### config.mk
export PLATFORM = sky130hd
export DESIGN_NAME = uart_inst_loader
export DESIGN_NICKNAME = d
export VERILOG_FILES = /design/src/rtl/kyogenrv_loader_pkg.sv /design/src/rtl/uart_rx_core.sv /design/src/rtl/uart_inst_loader.sv
export SDC_FILE = /design/constraint.sdc
export NUM_CORES = 1
export LEC_CHECK = 0
export ABC_AREA = 1
export CAP_MARGIN = 20
export CORE_ASPECT_RATIO = 1.25
export CORE_MARGIN = 2
export CORE_UTILIZATION = 40
export CTS_CLUSTER_SIZE = 25
export DETAILED_ROUTE_END_ITERATION = 8
export GPL_TIMING_DRIVEN = 0
export SKIP_CTS_REPAIR_TIMING = 1
export SYNTH_ARGS = -nofsm -noshare
export SYNTH_HDL_FRONTEND = slang
export SYNTH_SLANG_ARGS = --single-unit
### constraint.sdc
create_clock -name clk -period 4.6 [get_ports clk]
set_input_delay 0.69 -clock clk [delete_from_list [all_inputs] [get_ports clk]]
set_output_delay 0.69 -clock clk [all_outputs]
set_load 0.05 [all_outputs]
### src/rtl/kyogenrv_loader_pkg.sv
// kyogenrv_loader_pkg: shared types and constants for the UART instruction loader.
// Defining LOADER_PARITY_EN adds the PARITY receive state (even parity after the data bits).
package kyogenrv_loader_pkg;
  localparam int DATA_BITS = 8;
  localparam int IDX_W = 2;
  typedef enum logic [2:0] {
    IDLE,
    START,
    DATA,
`ifdef LOADER_PARITY_EN
    PARITY,
`endif
    STOP,
    WAIT_HIGH
  } rx_state_e;
endpackage

### src/rtl/uart_rx_core.sv
// uart_rx_core: synchronizes rxd and receives 8N1 bytes (8E1 when LOADER_PARITY_EN is defined).
// byte_valid_o and err_o are single-cycle strobes raised in the cycle the stop/parity bit is sampled.
module uart_rx_core
  import kyogenrv_loader_pkg::*;
#(
  parameter int CLKS_PER_BIT = 434
) (
  input  logic                 clk,
  input  logic                 reset,
  input  logic                 rxd_i,
  output logic [DATA_BITS-1:0] rx_byte_o,
  output logic                 byte_valid_o,
  output logic                 err_o,
  output logic                 idle_o
);
  localparam int CW = $clog2(CLKS_PER_BIT);
  localparam int BW = $clog2(DATA_BITS);
  rx_state_e state_q, state_d;
  logic [2:0] sync_q;
  logic [CW-1:0] cnt_q, cnt_d;
  logic [BW-1:0] bit_q, bit_d;
  logic [DATA_BITS-1:0] shift_q, shift_d;
  logic par_bad_q, par_bad_d;
  logic rxd_s, tick, half;
  // sync_q[1] is the synchronized line; sync_q[2] is its previous value for edge detection
  assign rxd_s = sync_q[1];
  assign tick = cnt_q == CW'(CLKS_PER_BIT - 1);
  assign half = cnt_q == CW'(CLKS_PER_BIT / 2 - 1);
  assign rx_byte_o = shift_q;
  assign idle_o = state_q == IDLE;
  always_ff @(posedge clk or posedge reset)
    if (reset) begin
      sync_q <= '1;
      state_q <= IDLE;
      cnt_q <= '0;
      bit_q <= '0;
      shift_q <= '0;
      par_bad_q <= 1'b0;
    end else begin
      sync_q <= {sync_q[1:0], rxd_i};
      state_q <= state_d;
      cnt_q <= cnt_d;
      bit_q <= bit_d;
      shift_q <= shift_d;
      par_bad_q <= par_bad_d;
    end
  always_comb begin
    state_d = state_q;
    cnt_d = cnt_q + 1'b1;
    bit_d = bit_q;
    shift_d = shift_q;
    par_bad_d = par_bad_q;
    byte_valid_o = 1'b0;
    err_o = 1'b0;
    case (state_q)
      IDLE: begin
        cnt_d = '0;
        bit_d = '0;
        par_bad_d = 1'b0;
        if (sync_q[2] && !rxd_s) state_d = START;
      end
      START: if (half) begin
        cnt_d = '0;
        state_d = rxd_s ? IDLE : DATA;
      end
      DATA: if (tick) begin
        cnt_d = '0;
        shift_d = {rxd_s, shift_q[DATA_BITS-1:1]};
        bit_d = bit_q + 1'b1;
`ifdef LOADER_PARITY_EN
        if (bit_q == BW'(DATA_BITS - 1)) state_d = PARITY;
`else
        if (bit_q == BW'(DATA_BITS - 1)) state_d = STOP;
`endif
      end
`ifdef LOADER_PARITY_EN
      PARITY: if (tick) begin
        cnt_d = '0;
        par_bad_d = rxd_s != ^shift_q;
        err_o = par_bad_d;
        state_d = STOP;
      end
`endif
      // a parity failure already reported its error; the stop bit then only steers the FSM
      STOP: if (tick) begin
        byte_valid_o = rxd_s && !par_bad_q;
        err_o = !rxd_s && !par_bad_q;
        state_d = rxd_s ? IDLE : WAIT_HIGH;
      end
      WAIT_HIGH: if (rxd_s) state_d = IDLE;
      default: state_d = IDLE;
    endcase
  end
endmodule

### src/rtl/uart_inst_loader.sv
// uart_inst_loader: assembles four little-endian UART bytes into 32-bit instruction words.
// Define LOADER_PARITY_EN to expect an even-parity bit after each byte's data bits.
module uart_inst_loader
  import kyogenrv_loader_pkg::*;
#(
  parameter int CLKS_PER_BIT = 434,
  parameter int TIMEOUT_BITS = 32
) (
  input  logic        clk,
  input  logic        reset,
  input  logic        rxd,
  output logic [31:0] inst_data,
  output logic        inst_valid,
  output logic [15:0] inst_count,
  output logic        frame_err
);
  localparam int TMO = TIMEOUT_BITS * CLKS_PER_BIT;
  localparam int TW = $clog2(TMO + 1);
  logic [DATA_BITS-1:0] rx_byte;
  logic byte_valid, err, idle, timeout;
  logic [IDX_W-1:0] idx_q, idx_d;
  logic [31:0] asm_q, asm_d, data_q, data_d;
  logic [15:0] cnt_q, cnt_d;
  logic [TW-1:0] tmo_q, tmo_d;
  logic valid_q, valid_d, ferr_q;
  uart_rx_core #(.CLKS_PER_BIT(CLKS_PER_BIT)) u_rx (
    .clk         (clk),
    .reset       (reset),
    .rxd_i       (rxd),
    .rx_byte_o   (rx_byte),
    .byte_valid_o(byte_valid),
    .err_o       (err),
    .idle_o      (idle)
  );
  assign timeout = tmo_q == TW'(TMO - 1);
  assign inst_data = data_q;
  assign inst_valid = valid_q;
  assign inst_count = cnt_q;
  assign frame_err = ferr_q;
  always_ff @(posedge clk or posedge reset)
    if (reset) begin
      idx_q <= '0;
      asm_q <= '0;
      data_q <= '0;
      cnt_q <= '0;
      tmo_q <= '0;
      valid_q <= 1'b0;
      ferr_q <= 1'b0;
    end else begin
      idx_q <= idx_d;
      asm_q <= asm_d;
      data_q <= data_d;
      cnt_q <= cnt_d;
      tmo_q <= tmo_d;
      valid_q <= valid_d;
      ferr_q <= err;
    end
  // the idle window only runs while a partial word is pending
  always_comb begin
    idx_d = idx_q;
    asm_d = asm_q;
    data_d = data_q;
    valid_d = byte_valid && &idx_q;
    cnt_d = cnt_q + 16'(valid_d);
    tmo_d = (idle && idx_q != '0 && !timeout) ? tmo_q + 1'b1 : '0;
    if (timeout || err) idx_d = '0;
    if (byte_valid) begin
      asm_d[DATA_BITS*idx_q +: DATA_BITS] = rx_byte;
      idx_d = idx_q + 1'b1;
      if (&idx_q) data_d = {rx_byte, asm_q[23:0]};
    end
  end
endmodule

==> results of run 1 <==
stage by stage:
step | instances | instance area (µm²) | setup WS [ns] | hold WS [ns]
after floorplan | 634 | 5290 | 0.843 | 0.345
after global placement | 854 | 6020 | -0.796 | 0.350
after detailed placement | 855 | 6050 | 1.61 | 0.349
after CTS | 887 | 6690 | 1.55 | 0.354
after global routing | 887 | 6690 | 1.30 | 0.363
final | 887 | 6690 | 1.53 | 0.356
worst max-delay path, cell delays in order (launching register included):
cell,delay (ns)
dfrtp_1,0.39
inv_1,0.09
ha_1,0.15
nand2_1,0.07
nor2_1,0.21
nand3_2,0.16
nor3b_1,0.47
ha_1,0.28
ha_1,0.19
nand3_1,0.13
nor2_1,0.16
nand2_1,0.11
nor2_1,0.25
nand3_1,0.13
nand2_1,0.09
nand2_1,0.07
cell type report:
| type | count | area share (%) |
|---|---|---|
| sequential | 116 | 43.4 |
| multi-input combinational | 446 | 31.3 |
| timing repair buffer | 53 | 8.19 |
| clock buffer | 20 | 6.97 |
| tap | 168 | 3.14 |
| inverter | 51 | 2.94 |
| clock inverter | 12 | 2.64 |
| buffer | 21 | 1.44 |
cells in the final DEF (no fill, tap or decap), types with 2 or more instances in the layout:
master           synthesis  layout
nand2_1                204     204
dfrtp_1                113     113
nand3_1                 83      83
nor2_1                  75      75
clkdlybuf4s50_1          0      52
inv_1                   51      50
clkbuf_16                0      17
ha_1                    13      13
a21oi_1                 12      12
nor3_1                  12      12
buf_2                   11      11
nand4_1                 11      11
clkbuf_1                 9       9
xor2_1                   8       8
xnor2_1                  7       7
o21ai_0                  4       4
bufinv_16                0       4
a31oi_1                  3       3
clkinv_2                 0       3
clkbuf_8                 0       3
dfstp_2                  3       3
nand2_2                  2       2
inv_6                    0       2
clkinv_4                 0       2
clkinvlp_4               0       2
layer usage:
| layer | wire length (µm) | part of all wire, % | global-route usage (%) | vias up |
|---|---|---|---|---|
| li1 | - | - | - | 2174 |
| met1 | 4850 | 43 | 19.9 | 1999 |
| met2 | 5780 | 52 | 29.3 | 79 |
| met3 | 347 | 3.1 | 3.99 | 15 |
| met4 | 191 | 1.7 | 7.58 | 0 |
| met5 | 0 | 0 | 0 | - |
sequential cells by signal (all words and copies together) (netlist names):
| signal | count |
|---|---|
| tmo_q | 14 |
| u_rx.sync_q | 3 |
| inst_valid | 1 |
| inst_data | 32 |
| u_rx.cnt_q | 9 |
| inst_count | 16 |
| u_rx.state_q | 3 |
| idx_q | 2 |
| frame_err | 1 |
| u_rx.bit_q | 3 |
| u_rx.rx_byte_o | 8 |
| asm_q | 24 |
cells by family after synthesis:
family                   share of synthesized area [%]
buffers and inverters                             5.44
AO/OA/AOI/OAI                                     2.44
AND/OR/NAND/NOR                                   31.6
adder cells (fa/ha/maj)                           3.08
flip-flops                                        55.0
XOR/XNOR                                          2.49
worst min path at each step:
stage / from / endpoint / slack, ns / depth (start not counted)
floorplan: u_rx.sync_q[0]$_DFF_PP1_ / u_rx.sync_q[1]$_DFF_PP1_ / 0.35 / 0
global placement: u_rx.sync_q[0]$_DFF_PP1_ / u_rx.sync_q[1]$_DFF_PP1_ / 0.35 / 0
detailed placement: u_rx.sync_q[0]$_DFF_PP1_ / u_rx.sync_q[1]$_DFF_PP1_ / 0.35 / 0
CTS: u_rx.sync_q[0]$_DFF_PP1_ / u_rx.sync_q[1]$_DFF_PP1_ / 0.35 / 0
global route: u_rx.sync_q[0]$_DFF_PP1_ / u_rx.sync_q[1]$_DFF_PP1_ / 0.36 / 0
finish: u_rx.sync_q[0]$_DFF_PP1_ / u_rx.sync_q[1]$_DFF_PP1_ / 0.36 / 0
power breakdown:
part	total, µW	switching (µW)	internal, µW	leakage, µW
clock network	1420	471	949	0.000312
logic	215	152	63.2	0.00140
registers	1060	17.7	1040	0.00161
total	2700	640	2060	0.00332
==> metrics.yaml, run 1 <==
dieWidth_um: 107
ff2ff_setup_slack_ns: 1.53
peakVddDrop_mv: 0.240
wire_per_inst_um: 12.6
setup_viol: 0
status: "finished clean"
ys_ff_latch: 116
grt_start_max_net_pins: 89
grt_first_pass_wirelength_um: 19100
diodes: 0
async_flop_share_pct: 100
ys_warn_count: 0
worstPathMaxFanout: 4
fin_util_pct: 52.4
via_per_inst: 4.81
max_slew_margin_pct: 65.8
area_growth_pct: 26.6
power_uw: 2700
dp_hpwl_um: 7910
synthTopCellsByCount: "nand2_1 (204), dfrtp_1 (113), nand3_1 (83), nor2_1 (75), inv_1 (51)"
hold_viol: 0
grt.total_usage_pct: 16.9
place_congestion: 0.788
finalMaxSlewViolations: 0
core_region_area_um2: 12800
synth.most_common_cell: "nand2_1"
r2r-end: "inst_count[14]$_DFF_PP0_"
root_buffer: "clkbuf_16"
dieArea_um2: 14200
firstDrtPassIters: 5
end_kind: "flop"
ys_seq_area_share_pct: 55.0
rr_startpoint: "u_rx.cnt_q[1]$_DFF_PP0_"
fin_tns_setup_ns: 0
cellLeakagePower_uw: 0.00332
worstHoldPathType: "flop to flop"
multi_input_area_um2: 2090
max_slew.worst_pin.slew_ns: 0.511
critPathArrivalTime_ns: 3.36
drt-initial-drc-count: 177
io_pins: 53
synth_cells: 634
grt_pass1_vias: 4194
die_y_um: 133
cts_tree: "built"
crit_end: "inst_count[14]$_DFF_PP0_"
finalWirelength_um: 11200
htreeDepth: 4
drc: 0
syn_area_per_cell_um2: 8.34
required_ns: 4.89
r2r_cells: 15
nFillCells: 1214
regArea_um2: 2910
synth_ff_type: "dfrtp_1"
clk_latency_ns: 0.41
maxCapViolCount: 0
mappedNetlistArea_um2: 5290
synth_area_leaders: "dfrtp_1 (53%), nand2_1 (14%), nand3_1 (7.9%)"
antenna_found_initial: 0
rsz0062_at_grt: "false"
layout-drive-gt1-share_pct: 7.65
drtAntennaViolNets: 0
synthesis.nets: 650
synth.distinct_cells: 30
rows: 46
via_count: 4267
fin_crit_sh_pct: 66.8
yosys.area.top_type_share_pct: 53.5
synth_edf_count: 0
port_buffers: 52
startpoint_type: "flop"
cts_sinks: 116
crit_type: "flop to flop"
start_util_pct: 41.4
cts-buffers-inserted: 17
layout_min_cycle_time_ns: 3.07
clk_pin_slew_ns: 0.05
p_per_area_nw_per_um2: 403
nets: 722
synth_top_cell_by_area: "dfrtp_1"
fin_skew_ns: 0.0120
startpoint: "u_rx.cnt_q[1]$_DFF_PP0_"
clock_path_buffers: 2
globalRoute.totalOverflow: 0
fmax_mhz: 325
No activity file was read; power rests on OpenSTA's default activity.
==> inputs of run 2 (changes only) <==
==> constraint.sdc (replaced) <==
create_clock -name clk -period 2.5 [get_ports clk]
set_input_delay 0.375 -clock clk [delete_from_list [all_inputs] [get_ports clk]]
set_output_delay 0.375 -clock clk [all_outputs]
set_load 0.05 [all_outputs]
==> run 2 against run 1 <==
Effect of this change: global-route usage fell by 0.27 points; clock-buffer cell count grew 2; flip-flop and latch count stayed put.
==> metrics.yaml, run 2 (synthesis results as in run 1) <==
nFillCells: 1236  # +1.8%
rows: 46  # unchanged
startpoint_type: "flop"
root_buffer: "clkbuf_16"
layout-drive-gt1-share_pct: 10.3  # +2.7 points
core_region_area_um2: 12800  # unchanged
maxCapViolCount: 0  # unchanged
seqPwrFrac_pct: 41.4  # +2.0 points
wl_met2_um: 5760  # -0.40%
grt_pass1_vias: 4190  # -0.095%
max_slew_margin_pct: 65.6  # -0.21 points
critPathArrivalTime_ns: 2.71  # -0.65 ns
largest_register_ffs: 32  # unchanged
dpl.cell_count: 857  # +0.23%
startpoint: "u_rx.cnt_q[1]$_DFF_PP0_"
via_per_inst: 4.84  # +0.70%
finalWirelength_um: 11100  # -0.51%
clk_pin_slew_ns: 0.05  # about the same
top_layer: "met4"
rsz0062_at_grt: "true"
antenna_found_initial: 0  # unchanged
grt_first_pass_wirelength_um: 19100  # -0.40%
fmax_mhz: 413  # +27%
clk_latency_ns: 0.41  # about the same
nets: 729  # +0.97%
crit_slowest_cell: "dfrtp_1"
hold_viol: 0  # unchanged
cp_slowest_stage_delay_ns: 0.40  # -0.07 ns
grt_start_max_net_pins: 40  # -55%
grt.total_usage_pct: 16.7  # -0.27 points
p_int_uw: 3590  # +74%
cellLeakagePower_uw: 0.00333  # +0.34%
cts-buffers-inserted: 17  # unchanged
fin_skew_ns: 0.00917  # -0.00278 ns
peakVddDrop_mv: 0.491  # +100%
via_count: 4326  # +1.4%
wire_per_inst_um: 12.4  # -1.2%
layout_commonest_cell: "nand2_1"
p_per_area_nw_per_um2: 695  # +72%
finalMaxSlewViolations: 0  # unchanged
clock_path_buffers: 2  # unchanged
p_switching_uw: 1140  # +78%
io_pins: 53  # unchanged
globalRoute.totalOverflow: 0  # unchanged
setup_ws_ns: 0.0813  # -1.45 ns
p_clk_share_pct: 49.7  # -3.0 points
port_buffers: 52  # unchanged
die_y_um: 133  # unchanged
cts_tree: "built"
dieWidth_um: 107  # unchanged
htreeDepth: 4  # unchanged
drc: 0  # unchanged
fin_tns_setup_ns: 0  # unchanged
area_growth_pct: 28.7
dp_hpwl_um: 8120  # +2.7%
crit_chain: "inv_2 -> ha_1 -> nand2_2 -> nor2_4 -> nand3_4 -> nor3b_4 -> ha_2 -> ha_4 -> nand3_4 -> nor2_4 -> nand2_2 -> nor2_4 -> nand2_2 -> xnor2_1"
firstDrtPassIters: 4  # -1
whs_ns: 0.292  # -0.0643 ns
dieArea_um2: 14200  # unchanged
rr_startpoint: "u_rx.cnt_q[1]$_DFF_PP0_"
switching_share_pct: 24.1  # +0.39 points
worstPathMaxFanout: 4  # unchanged
required_ns: 2.79  # -2.10 ns
setup_viol: 0  # unchanged
final_cell_mix: "nand2_1 (200), dfrtp_1 (112), nand3_1 (81)"
max_slew.worst_pin.slew_ns: 0.514  # +0.00315 ns
diodes: 0  # unchanged
instances_no_fill: 893  # +0.68%
crit_type: "flop to flop"
end_kind: "flop"
fin_crit_sh_pct: 96.7  # +30 points
p_comb_share_pct: 8.9  # +0.9 points
wl_met3_um: 349  # +0.58%
cts_sinks: 116  # unchanged
place_congestion: 0.810  # +2.9%
worstHoldPathType: "primary input to asynchronous set/reset pin"
wl_met1_um: 4800  # -1.0%
place_ws_ns: -0.452  # -2.06 ns
start_util_pct: 41.4  # unchanged
drtAntennaViolNets: 0  # unchanged
layout_min_cycle_time_ns: 2.42  # -0.654 ns
status: "finished clean"
drt-initial-drc-count: 142  # -20%
run 2: layout make-up:
class	instances	area (µm²)	share of cell area (%)
Clock inverter	9	104	1.53
Clock buffer	22	474	6.97
Multi-Input combinational cell	446	2200	32.3
Timing Repair Buffer	60	618	9.09
Tap cell	168	210	3.09
Sequential cell	116	2910	42.7
Inverter	51	195	2.87
Buffer	21	96.3	1.42
run 2: through the flow:
step | utilization [%] | cell area, µm² | power (µW)
after CTS | 52.1 | 6660 | 4750
after global routing | 53.2 | 6800 | 4920
after global placement | 47.1 | 6020 | 2360
after detailed placement | 47.6 | 6080 | 2380
after floorplan | - | 5290 | 2280
final | 53.2 | 6800 | 4730
run 2: final timing paths:
| kind | endpoint | slack [ns] | depth (start not counted) |
|---|---|---|---|
| max | inst_count[12]$_DFF_PP0_ | 0.08 | 14 |
| min | inst_count[8]$_DFF_PP0_ | 0.29 | 2 |
| max reg2reg | inst_count[12]$_DFF_PP0_ | 0.08 | 14 |
| min reg2reg | u_rx.sync_q[1]$_DFF_PP1_ | 0.36 | 0 |
| max in group asynchronous | inst_data[28]$_DFFE_PP0P_ | 1.48 | 4 |
| min in group clk | u_rx.sync_q[1]$_DFF_PP1_ | 0.36 | 0 |
run 2: per-layer routing:
layer,track usage [%],vias up
met2,28.6,71
met1,20.0,2053
li1,-,2183
met3,3.45,19
met4,7.79,0
met5,0,-
run 2: power by group through the flow:
stage	clock (µW)	sequential, µW	combinational (µW)
floorplan	0	1980	306
global placement	0	1980	378
detailed placement	0	1990	400
CTS	2400	1950	401
global route	2470	1960	490
finish	2350	1960	420
run 2: critical path: cells and delay by family, from the launching register on:
family / cells / cell delay [ns]
fa+ha+maj: 3 / 0.58
buf+inv: 1 / 0.07
xor+xnor: 1 / 0.12
simple gates: 9 / 1.14
flops: 1 / 0.40
